File: config.mk
export PLATFORM = sky130hd
export DESIGN_NAME = serial_link_arbiter
export DESIGN_NICKNAME = d
export VERILOG_FILES = /design/src/rtl/serial_link_pkg.sv /design/src/rtl/serial_link_arbiter_piso.sv /design/src/rtl/serial_link_arbiter.sv
export SDC_FILE = /design/constraint.sdc
export NUM_CORES = 1
export LEC_CHECK = 0
export BUFFER_PORTS_ARGS = -buffer_cell sky130_fd_sc_hd__buf_2
export CORE_MARGIN = 3
export CORE_UTILIZATION = 43
export DETAILED_ROUTE_END_ITERATION = 16
export GPL_TIMING_DRIVEN = 0
export HOLD_SLACK_MARGIN = 0.06
export PLACE_DENSITY_LB_ADDON = 0.12
export RECOVER_POWER = 25
export SLEW_MARGIN = 20
export SYNTH_ARGS = -nofsm -noshare
export SYNTH_HDL_FRONTEND = slang
export SYNTH_SLANG_ARGS = --single-unit
File: constraint.sdc
create_clock -name clk -period 2.5 [get_ports clk]
set_clock_uncertainty 0.1 [all_clocks]
set_input_delay 0.125 -clock clk [delete_from_list [all_inputs] [get_ports clk]]
set_output_delay 0.125 -clock clk [all_outputs]
set_load 0.01 [all_outputs]
File: src/rtl/serial_link_pkg.sv
// Shared types and helpers for the serial link arbiter: FSM state encoding
// and the round-robin winner search.
package serial_link_pkg;

    localparam int unsigned RR_MAX_REQ = 32;
    localparam int unsigned RR_IDX_W   = $clog2(RR_MAX_REQ);

    typedef enum logic [1:0] {
        IDLE  = 2'd0,
        SHIFT = 2'd1,
        GAP   = 2'd2
    } link_state_e;

    typedef struct packed {
        logic        found;
        logic [31:0] idx;
    } rr_pick_t;

    // First requester at or after last_winner+1, wrapping modulo n_req.
    function automatic rr_pick_t rr_pick(
        input logic [RR_MAX_REQ-1:0] req,
        input logic [RR_IDX_W-1:0]   last_winner,
        input int unsigned           n_req
    );
        rr_pick_t    res;
        int unsigned cand;
        res = '0;
        for (int unsigned k = 1; k <= RR_MAX_REQ; k++) begin
            cand = (32'(last_winner) + k) % n_req;
            if (!res.found && (k <= n_req) && req[RR_IDX_W'(cand)]) begin
                res.found = 1'b1;
                res.idx   = cand;
            end
        end
        return res;
    endfunction

endpackage

File: src/rtl/serial_link_arbiter_piso.sv
// Parallel-in / serial-out shift register, MSB first; load wins over shift.
module piso_shift_reg #(
    parameter int unsigned WIDTH = 8
) (
    input  logic             clk,
    input  logic             rst,
    input  logic             load,
    input  logic             shift,
    input  logic [WIDTH-1:0] din,
    output logic             msb
);

    logic [WIDTH-1:0] shreg_q;
    logic [WIDTH-1:0] shreg_d;

    always_comb begin
        shreg_d = shreg_q;
        if (load) begin
            shreg_d = din;
        end else if (shift) begin
            shreg_d = {shreg_q[WIDTH-2:0], 1'b0};
        end
    end

    always_ff @(posedge clk) begin
        if (rst) begin
            shreg_q <= '0;
        end else begin
            shreg_q <= shreg_d;
        end
    end

    assign msb = shreg_q[WIDTH-1];

endmodule

File: src/rtl/serial_link_arbiter.sv
// Round-robin owner of a serial shift channel: grants one requester, shifts
// its captured word out MSB first, then pulses that requester's done.
module serial_link_arbiter
    import serial_link_pkg::*;
#(
    parameter int unsigned N_REQ = 4,
    parameter int unsigned WIDTH = 8,
    parameter int unsigned ID_W  = $clog2(N_REQ)
) (
    input  logic                   clk,
    input  logic                   rst,
    input  logic [N_REQ-1:0]       req,
    input  logic [N_REQ*WIDTH-1:0] data,
    output logic [N_REQ-1:0]       gnt,
    output logic [N_REQ-1:0]       done,
    output logic                   ser_out,
    output logic                   ser_valid,
    output logic                   ser_first,
    output logic [ID_W-1:0]        ser_id,
    output logic                   busy
);

    localparam int unsigned CNT_W = $clog2(WIDTH);

    link_state_e      state_q, state_d;
    logic [CNT_W-1:0] cnt_q, cnt_d;
    logic [ID_W-1:0]  last_q, last_d;
    logic [N_REQ-1:0] gnt_q, gnt_d;
    logic [N_REQ-1:0] done_q, done_d;
    logic             ser_valid_q, ser_valid_d;
    logic             ser_first_q, ser_first_d;
    logic [ID_W-1:0]  ser_id_q, ser_id_d;
    logic             busy_q, busy_d;

    rr_pick_t         pick_c;
    logic [ID_W-1:0]  winner_c;
    logic [WIDTH-1:0] word_c;
    logic             load_c;
    logic             shift_c;

    always_comb begin
        pick_c   = rr_pick(RR_MAX_REQ'(req), RR_IDX_W'(last_q), N_REQ);
        winner_c = ID_W'(pick_c.idx % N_REQ);
    end

    // Word of the round-robin winner, sampled only on the grant edge.
    always_comb begin
        word_c = '0;
        for (int unsigned i = 0; i < N_REQ; i++) begin
            if (ID_W'(i) == winner_c) begin
                word_c = data[i*WIDTH +: WIDTH];
            end
        end
    end

    // Next state plus next-cycle values of every registered output.
    always_comb begin
        state_d     = state_q;
        cnt_d       = cnt_q;
        last_d      = last_q;
        gnt_d       = '0;
        done_d      = '0;
        ser_valid_d = 1'b0;
        ser_first_d = 1'b0;
        ser_id_d    = '0;
        busy_d      = 1'b0;
        load_c      = 1'b0;
        shift_c     = 1'b0;

        case (state_q)
            IDLE: begin
                if (pick_c.found) begin
                    state_d     = SHIFT;
                    cnt_d       = CNT_W'(WIDTH - 1);
                    last_d      = winner_c;
                    gnt_d       = N_REQ'(1) << winner_c;
                    ser_valid_d = 1'b1;
                    ser_first_d = 1'b1;
                    ser_id_d    = winner_c;
                    busy_d      = 1'b1;
                    load_c      = 1'b1;
                end
            end
            SHIFT: begin
                shift_c = 1'b1;
                busy_d  = 1'b1;
                if (cnt_q == '0) begin
                    state_d = GAP;
                    done_d  = gnt_q;
                end else begin
                    cnt_d       = cnt_q - CNT_W'(1);
                    gnt_d       = gnt_q;
                    ser_valid_d = 1'b1;
                    ser_id_d    = ser_id_q;
                end
            end
            GAP: begin
                state_d = IDLE;
            end
            default: begin
                state_d = IDLE;
            end
        endcase
    end

    always_ff @(posedge clk) begin
        if (rst) begin
            state_q     <= IDLE;
            cnt_q       <= '0;
            last_q      <= ID_W'(N_REQ - 1);
            gnt_q       <= '0;
            done_q      <= '0;
            ser_valid_q <= 1'b0;
            ser_first_q <= 1'b0;
            ser_id_q    <= '0;
            busy_q      <= 1'b0;
        end else begin
            state_q     <= state_d;
            cnt_q       <= cnt_d;
            last_q      <= last_d;
            gnt_q       <= gnt_d;
            done_q      <= done_d;
            ser_valid_q <= ser_valid_d;
            ser_first_q <= ser_first_d;
            ser_id_q    <= ser_id_d;
            busy_q      <= busy_d;
        end
    end

    piso_shift_reg #(
        .WIDTH (WIDTH)
    ) u_piso (
        .clk   (clk),
        .rst   (rst),
        .load  (load_c),
        .shift (shift_c),
        .din   (word_c),
        .msb   (ser_out)
    );

    assign gnt       = gnt_q;
    assign done      = done_q;
    assign ser_valid = ser_valid_q;
    assign ser_first = ser_first_q;
    assign ser_id    = ser_id_q;
    assign busy      = busy_q;

endmodule

* After elaboration in Yosys (flattened, before gate mapping)
Index checks and enable logic that the tools add are counted.
** Word-level totals
- Word-level logic and storage cells :: 80
- Latch bits :: 0
- Memories kept :: 0
- Output and inout bits :: 14
- Register bits :: 28
- Bits in read-only memories :: 0
- Input port bits :: 38
- RAM bits :: 0
** Cells by class
- Bitwise operators :: 2
- Add/sub/neg operators :: 5
- Shift-type cells :: 1
- Equality and inequality tests :: 7
- $mul :: 0
- Div/mod/pow operators :: 0
- Order comparisons :: 4
- Reduce and logical (&&, ||, !) cells :: 15
- Muxes and demuxes :: 36
** Operators with widths (count)
- 33-bit 2-to-1 mux :: 4
- 8-bit 2-to-1 mux :: 6
- 2-bit by 6-bit less-than comparator with 1-bit output (second input constant) :: 4
- 1-bit binary-select mux with 2-bit select :: 4
- 1-bit 2-to-1 mux :: 8
- 2-bit 2-to-1 mux :: 4
- 4-bit 2-to-1 mux :: 2
- 2-bit one-hot mux with 2 select lines :: 2
- 4-bit one-hot mux with 2 select lines :: 1
- 3-bit 2-to-1 mux :: 2
- 2-bit != test (second input constant) :: 3
- 3-bit one-hot mux with 2 select lines :: 1
- 2-bit by 1-bit adder with 2-bit output (second input constant) :: 2
- 2-bit adder (second input constant) :: 2
- 2-bit equality test (first input constant) :: 2
- 2-bit zero test :: 2
- 1-bit one-hot mux with 2 select lines :: 2
- 2-bit AND reduction :: 2
- 2-bit nonzero test :: 2
- 1-bit by 2-bit left shift with 4-bit output (first input constant) :: 1
- 1-bit logical AND :: 3
- 1-bit zero test :: 3
- 3-bit zero test :: 1
- 3-bit AND reduction :: 1
- 5 further kinds :: 6

* Longest topological paths before layout
- Depth after elaboration :: 19
- Mapped depth :: 7
- Mapped depth without buffers :: 6

* Modules after synthesis
From an unflattened synthesis, not the netlist that was laid out.
** Second synthesis, totals
- Cells, all modules :: 160
- Area, all modules :: 1406.3 µm²
** By module, submodules not included
- serial_link_arbiter :: cells an instance 125, times used 1, area an instance 1037.2 µm², sequential area each 400.4 µm²
- piso_shift_reg :: cells an instance 35, times used 1, area an instance 369.1 µm², sequential area each 160.2 µm²

* Worst setup path before layout
No wires, ideal clock.
- Path type :: flip-flop to flip-flop
- Start point :: reg last_q[1]
- End point :: reg u_piso.shreg_q[0]
- Library setup time :: 0.122 ns
- Data arrival time :: 1.617 ns
- Required time :: 2.278 ns
- Period minus slack after synthesis :: 1.839 ns
- Cell stages (with the launch flop) :: 8
- Buffers on the path :: 2
- Slack :: 0.661 ns
- Cell sequence :: dfxtp_1 > buf_6 > nand2b_4 > a31oi_4 > buf_6 > mux2i_1 > nor4_2 > a311o_1
** Between the ends
- Longest elaborated chain between the ends :: 19
- Elaborated cells between the ends (all ways) :: 34
- Those cells by class :: 4 x add/sub; 3 x eq/ne; 19 x mux; 8 x reduce/logical
** RTL lines
- start, declared :: RTL line serial_link_arbiter.sv:27 : logic [ID_W-1:0] last_q, last_d;
- start signal, assigned :: RTL line serial_link_arbiter.sv:110 : last_q <= ID_W'(N_REQ - 1);
- start signal, assigned :: RTL line serial_link_arbiter.sv:120 : last_q <= last_d;
- 2-bit by 1-bit adder with 2-bit output :: RTL line serial_link_pkg.sv:29 : cand = (32'(last_winner) + k) % n_req;
- 1-bit binary-select mux with 2-bit select :: RTL line serial_link_pkg.sv:30 : if (!res.found && (k <= n_req) && req[RR_IDX_W'(cand)]) begin
- 1-bit 2-to-1 mux (implied by the code) :: RTL line serial_link_pkg.sv:30
- 33-bit 2-to-1 mux :: RTL line serial_link_pkg.sv:30
- 1-bit zero test :: RTL line serial_link_pkg.sv:30
- 1-bit logical AND :: RTL line serial_link_pkg.sv:30
- 33-bit 2-to-1 mux :: RTL line serial_link_pkg.sv:30
- 1-bit zero test :: RTL line serial_link_pkg.sv:30
- 1-bit logical AND :: RTL line serial_link_pkg.sv:30
- 33-bit 2-to-1 mux :: RTL line serial_link_pkg.sv:30
- 1-bit zero test :: RTL line serial_link_pkg.sv:30
- 1-bit logical AND :: RTL line serial_link_pkg.sv:30
- 33-bit 2-to-1 mux * :: RTL line serial_link_pkg.sv:30
- 2-bit zero test :: RTL line serial_link_arbiter.sv:50 : if (ID_W'(i) == winner_c) begin
- 8-bit 2-to-1 mux (4 in series) :: RTL line serial_link_arbiter.sv:50
- 8-bit 2-to-1 mux :: RTL line serial_link_arbiter_piso.sv:18 : if (load) begin
- end signal, assigned :: RTL line serial_link_arbiter_piso.sv:29 : shreg_q <= shreg_d;
- end, declared :: RTL line serial_link_arbiter_piso.sv:13 : logic [WIDTH-1:0] shreg_q;
Mark *: on every way between the ends. The rest lies on a longest branch, timed or not. The select of a mux whose other input is x is not followed.
A chain may end at the register's enable or synchronous reset.

* Worst setup path in the final report
- Start point :: reg last_q[1]
- End point :: reg u_piso.shreg_q[6]
The elaborated chain is that of the path after synthesis.

==> impl_metrics.yaml <==
power:
  swShare_pct: 30.2
  clock_power_share_pct: 24.7
  power.density_mw_per_mm2: 645
  vdd_drop_max_uv: 264
  p_sw_mw: 0.363
  p_seq_share_pct: 44.0
  intPower_mw: 0.838
  power_frac_comb_pct: 31.3
  p_leak_nw: 0.801
clocking:
  clk_pin_slew_ps: 160
  h-tree-depth: 1
  cts_buffers: 3
  clk_latency_ps: 330
  clock_sinks: 28
  cts_resized: 0
  root_buffer: "clkbuf_4"
  cts_tree: "done"
  clockBufferDepth: 2
timing:
  slew_headroom_pct: 48.1
  drv_slew: 0
  setup_viol: 0
  fmax_ghz: 0.422
  setup_tns_ps: 0
  hold_viol: 0
  rsz0062_at_grt: "no"
  min_period_over_period_pct: 94.7
  min_period_ps: 2370
  worstMarginPinSlew_ps: 778
synthesis:
  async_flop_share_pct: 0
  synth_nets: 187
  synth_cell_types: 40
  synth_area_mm2: 0.00144
  yosysSeqAreaShare_pct: 38.9
  avgSynthCellArea_um2: 9.81
  synth_compound_area_share_pct: 20.8
  synth_xor_area_share_pct: 0.608
  muxShareOfSynthArea_pct: 11.5
  synth_top_family_by_area: "simple AND/OR/NAND/NOR gates"
  synth_edf_count: 0
  ys.flop_type: "dfxtp_1"
  synthAdderAreaFrac_pct: 1.74
  ys_ff_latch: 28
  postSynthCellCount: 147
  ys_top_cells_by_area: "dfxtp_1 (39%), mux2i_1 (8.3%), nor4_2 (4.3%)"
  yosys_warnings: 0
  synth_top_cell_by_area: "dfxtp_1"
  yosysMostFrequentCell: "dfxtp_1"
  netlist.area_leader.share_pct: 38.9
  synthSimpleGateAreaFrac_pct: 21.9
  ys_top_cells_by_count: "dfxtp_1 (28), nor2_1 (15), mux2i_1 (12)"
floorplan:
  fp.dieH_um: 63.9
  die_area_mm2: 0.00408
  die_w_um: 63.9
  initial_core_util_pct: 46.1
  core_mm2: 0.00313
  ioPinCount: 52
  rows: 20
finish:
  nNetsFinal: 250
  fin_util_pct: 59.5
  antennaDiodeCount: 0
  drive_gt1_share_pct: 32.5
  area_delta_synth_final_pct: 29.2
critical_path:
  worst_setup_path_end_kind: "register"
  critical_path_class: "reg2reg"
  crit_required_ps: 2670
  crit_slowest_cell: "o221ai_1"
  startpoint_type: "register"
  slowest_delay_ps: 640
  crit_chain: "buf_6, mux2i_1, o221ai_1, nor2_2, a211oi_1, dlygate4sd3_1"
  crit_arrival_ps: 2540
  crit_fanout: 7
route:
  vias: 1338
  wl_um: 3390
  firstDrtPassIters: 4
  avgViaCountPerCell: 5.29
  wire_per_inst_um: 13.4
  drc: 0
  ant_nets: 0
  first_iter_violations: 59
placement:
  place.gp.congestion: 0.786
  dp_hpwl_um: 2590
  numPortBuffers: 51
global_routing:
  grt_use_total_pct: 17.3
  grt_max_degree: 17
  grt_pass1_vias: 1290
  antenna_found_initial: 0
  overflow: 0
  grt_pass1_wl_um: 5710
hold_path:
  min_path_type: "in2reg"
flow_run:
  maxCapViolCount: 0
status:
  outcome: "complete, no violations"
## registers in the layout (all words and copies together), names as in the netlist
name	cells
busy	1
ser_valid	1
ser_id	2
state_q	2
ser_first	1
cnt_q	3
u_piso.shreg_q	8
last_q	2
done	4
gnt	4
## power by group through the flow
stage               Clock (mW)  Sequential, mW  Combinational (mW)
floorplan                    0           0.542               0.253
global placement             0           0.537               0.358
detailed placement           0           0.538               0.365
CTS                      0.304           0.529               0.381
global route             0.322           0.534               0.416
finish                   0.296           0.529               0.376
## kinds of logic (layout without fill, tap and decap cells)
group / count (synthesis) / in the layout
buffers and inverters: 12 / 74
multiplexers: 16 / 16
AO/OA/AOI/OAI: 37 / 37
XOR/XNOR: 1 / 1
flip-flops: 28 / 28
AND/OR/NAND/NOR: 51 / 51
adder cells (fa/ha/maj): 2 / 2
## worst paths after layout
kind	start	end	slack, ps	depth (start not counted)
max	last_q[1]	u_piso.shreg_q[6]	130	6
min	data[3]	u_piso.shreg_q[3]	70	3
max reg2reg	last_q[1]	u_piso.shreg_q[6]	130	6
min reg2reg	cnt_q[2]	state_q[1]	370	1
## cell usage in the layout, fill, tap and decap left out, types with 2 or more instances in the layout
cell type,n
a211oi_1,2
a21boi_2,2
a21o_1,2
a21oi_1,8
a22oi_1,5
a311o_1,5
a311oi_1,2
and2_1,7
buf_2,43
buf_6,2
clkbuf_1,12
clkbuf_4,3
dfxtp_1,28
dlygate4sd3_1,7
ha_1,2
inv_1,5
mux2_2,4
mux2i_1,12
nand2_1,7
nand2b_1,2
nand3_1,4
nor2_1,15
nor2b_1,2
nor4_1,2
nor4_2,5
o21ai_0,2
o21ai_1,2
o221ai_1,2
## what timing repair did
item / 4_1_cts / 5_1_grt
buffers inserted: 0 / 0
hold endpoints to repair: 5 / 0
hold buffers: 7 / 0
## routing by layer
| layer | global-route usage, % | part of all wire [%] |
|---|---|---|
| met5 | 0 | 0 |
| met4 | 4.85 | 1.1 |
| met3 | 2.99 | 5.4 |
| met2 | 31.1 | 51 |
| met1 | 21.0 | 42 |
## metrics by stage
stage	cells	power [mW]	hold WS, ps	cell area, µm²	worst slack, ps
after floorplan	147	0.795	136	1440	661
after global placement	242	0.895	325	1750	476
after detailed placement	242	0.903	334	1750	471
after CTS	253	1.21	67.0	1870	167
after global routing	253	1.27	72.8	1860	28.5
final	253	1.20	72.6	1860	133
## final cells by class
| cell class | instances | area (µm²) |
|---|---|---|
| Timing Repair Buffer | 58 | 313 |
| Buffer | 7 | 47.5 |
| Inverter | 5 | 18.8 |
| Fill cell | 294 | 1270 |
| Clock buffer | 3 | 22.5 |
| Sequential cell | 28 | 561 |
| Multi-Input combinational cell | 107 | 815 |
| Tap cell | 44 | 55.1 |
| Clock inverter | 1 | 30.0 |
## critical path, delay by kind of cell (launching register included)
| family | cells | cell delay, ps |
|---|---|---|
| AO/OA/AOI/OAI | 2 | 880 |
| flip-flops | 1 | 340 |
| AND/OR/NAND/NOR | 1 | 150 |
| multiplexers | 1 | 130 |
| buffers and inverters | 2 | 710 |
Power figures use the tool's default switching activity.
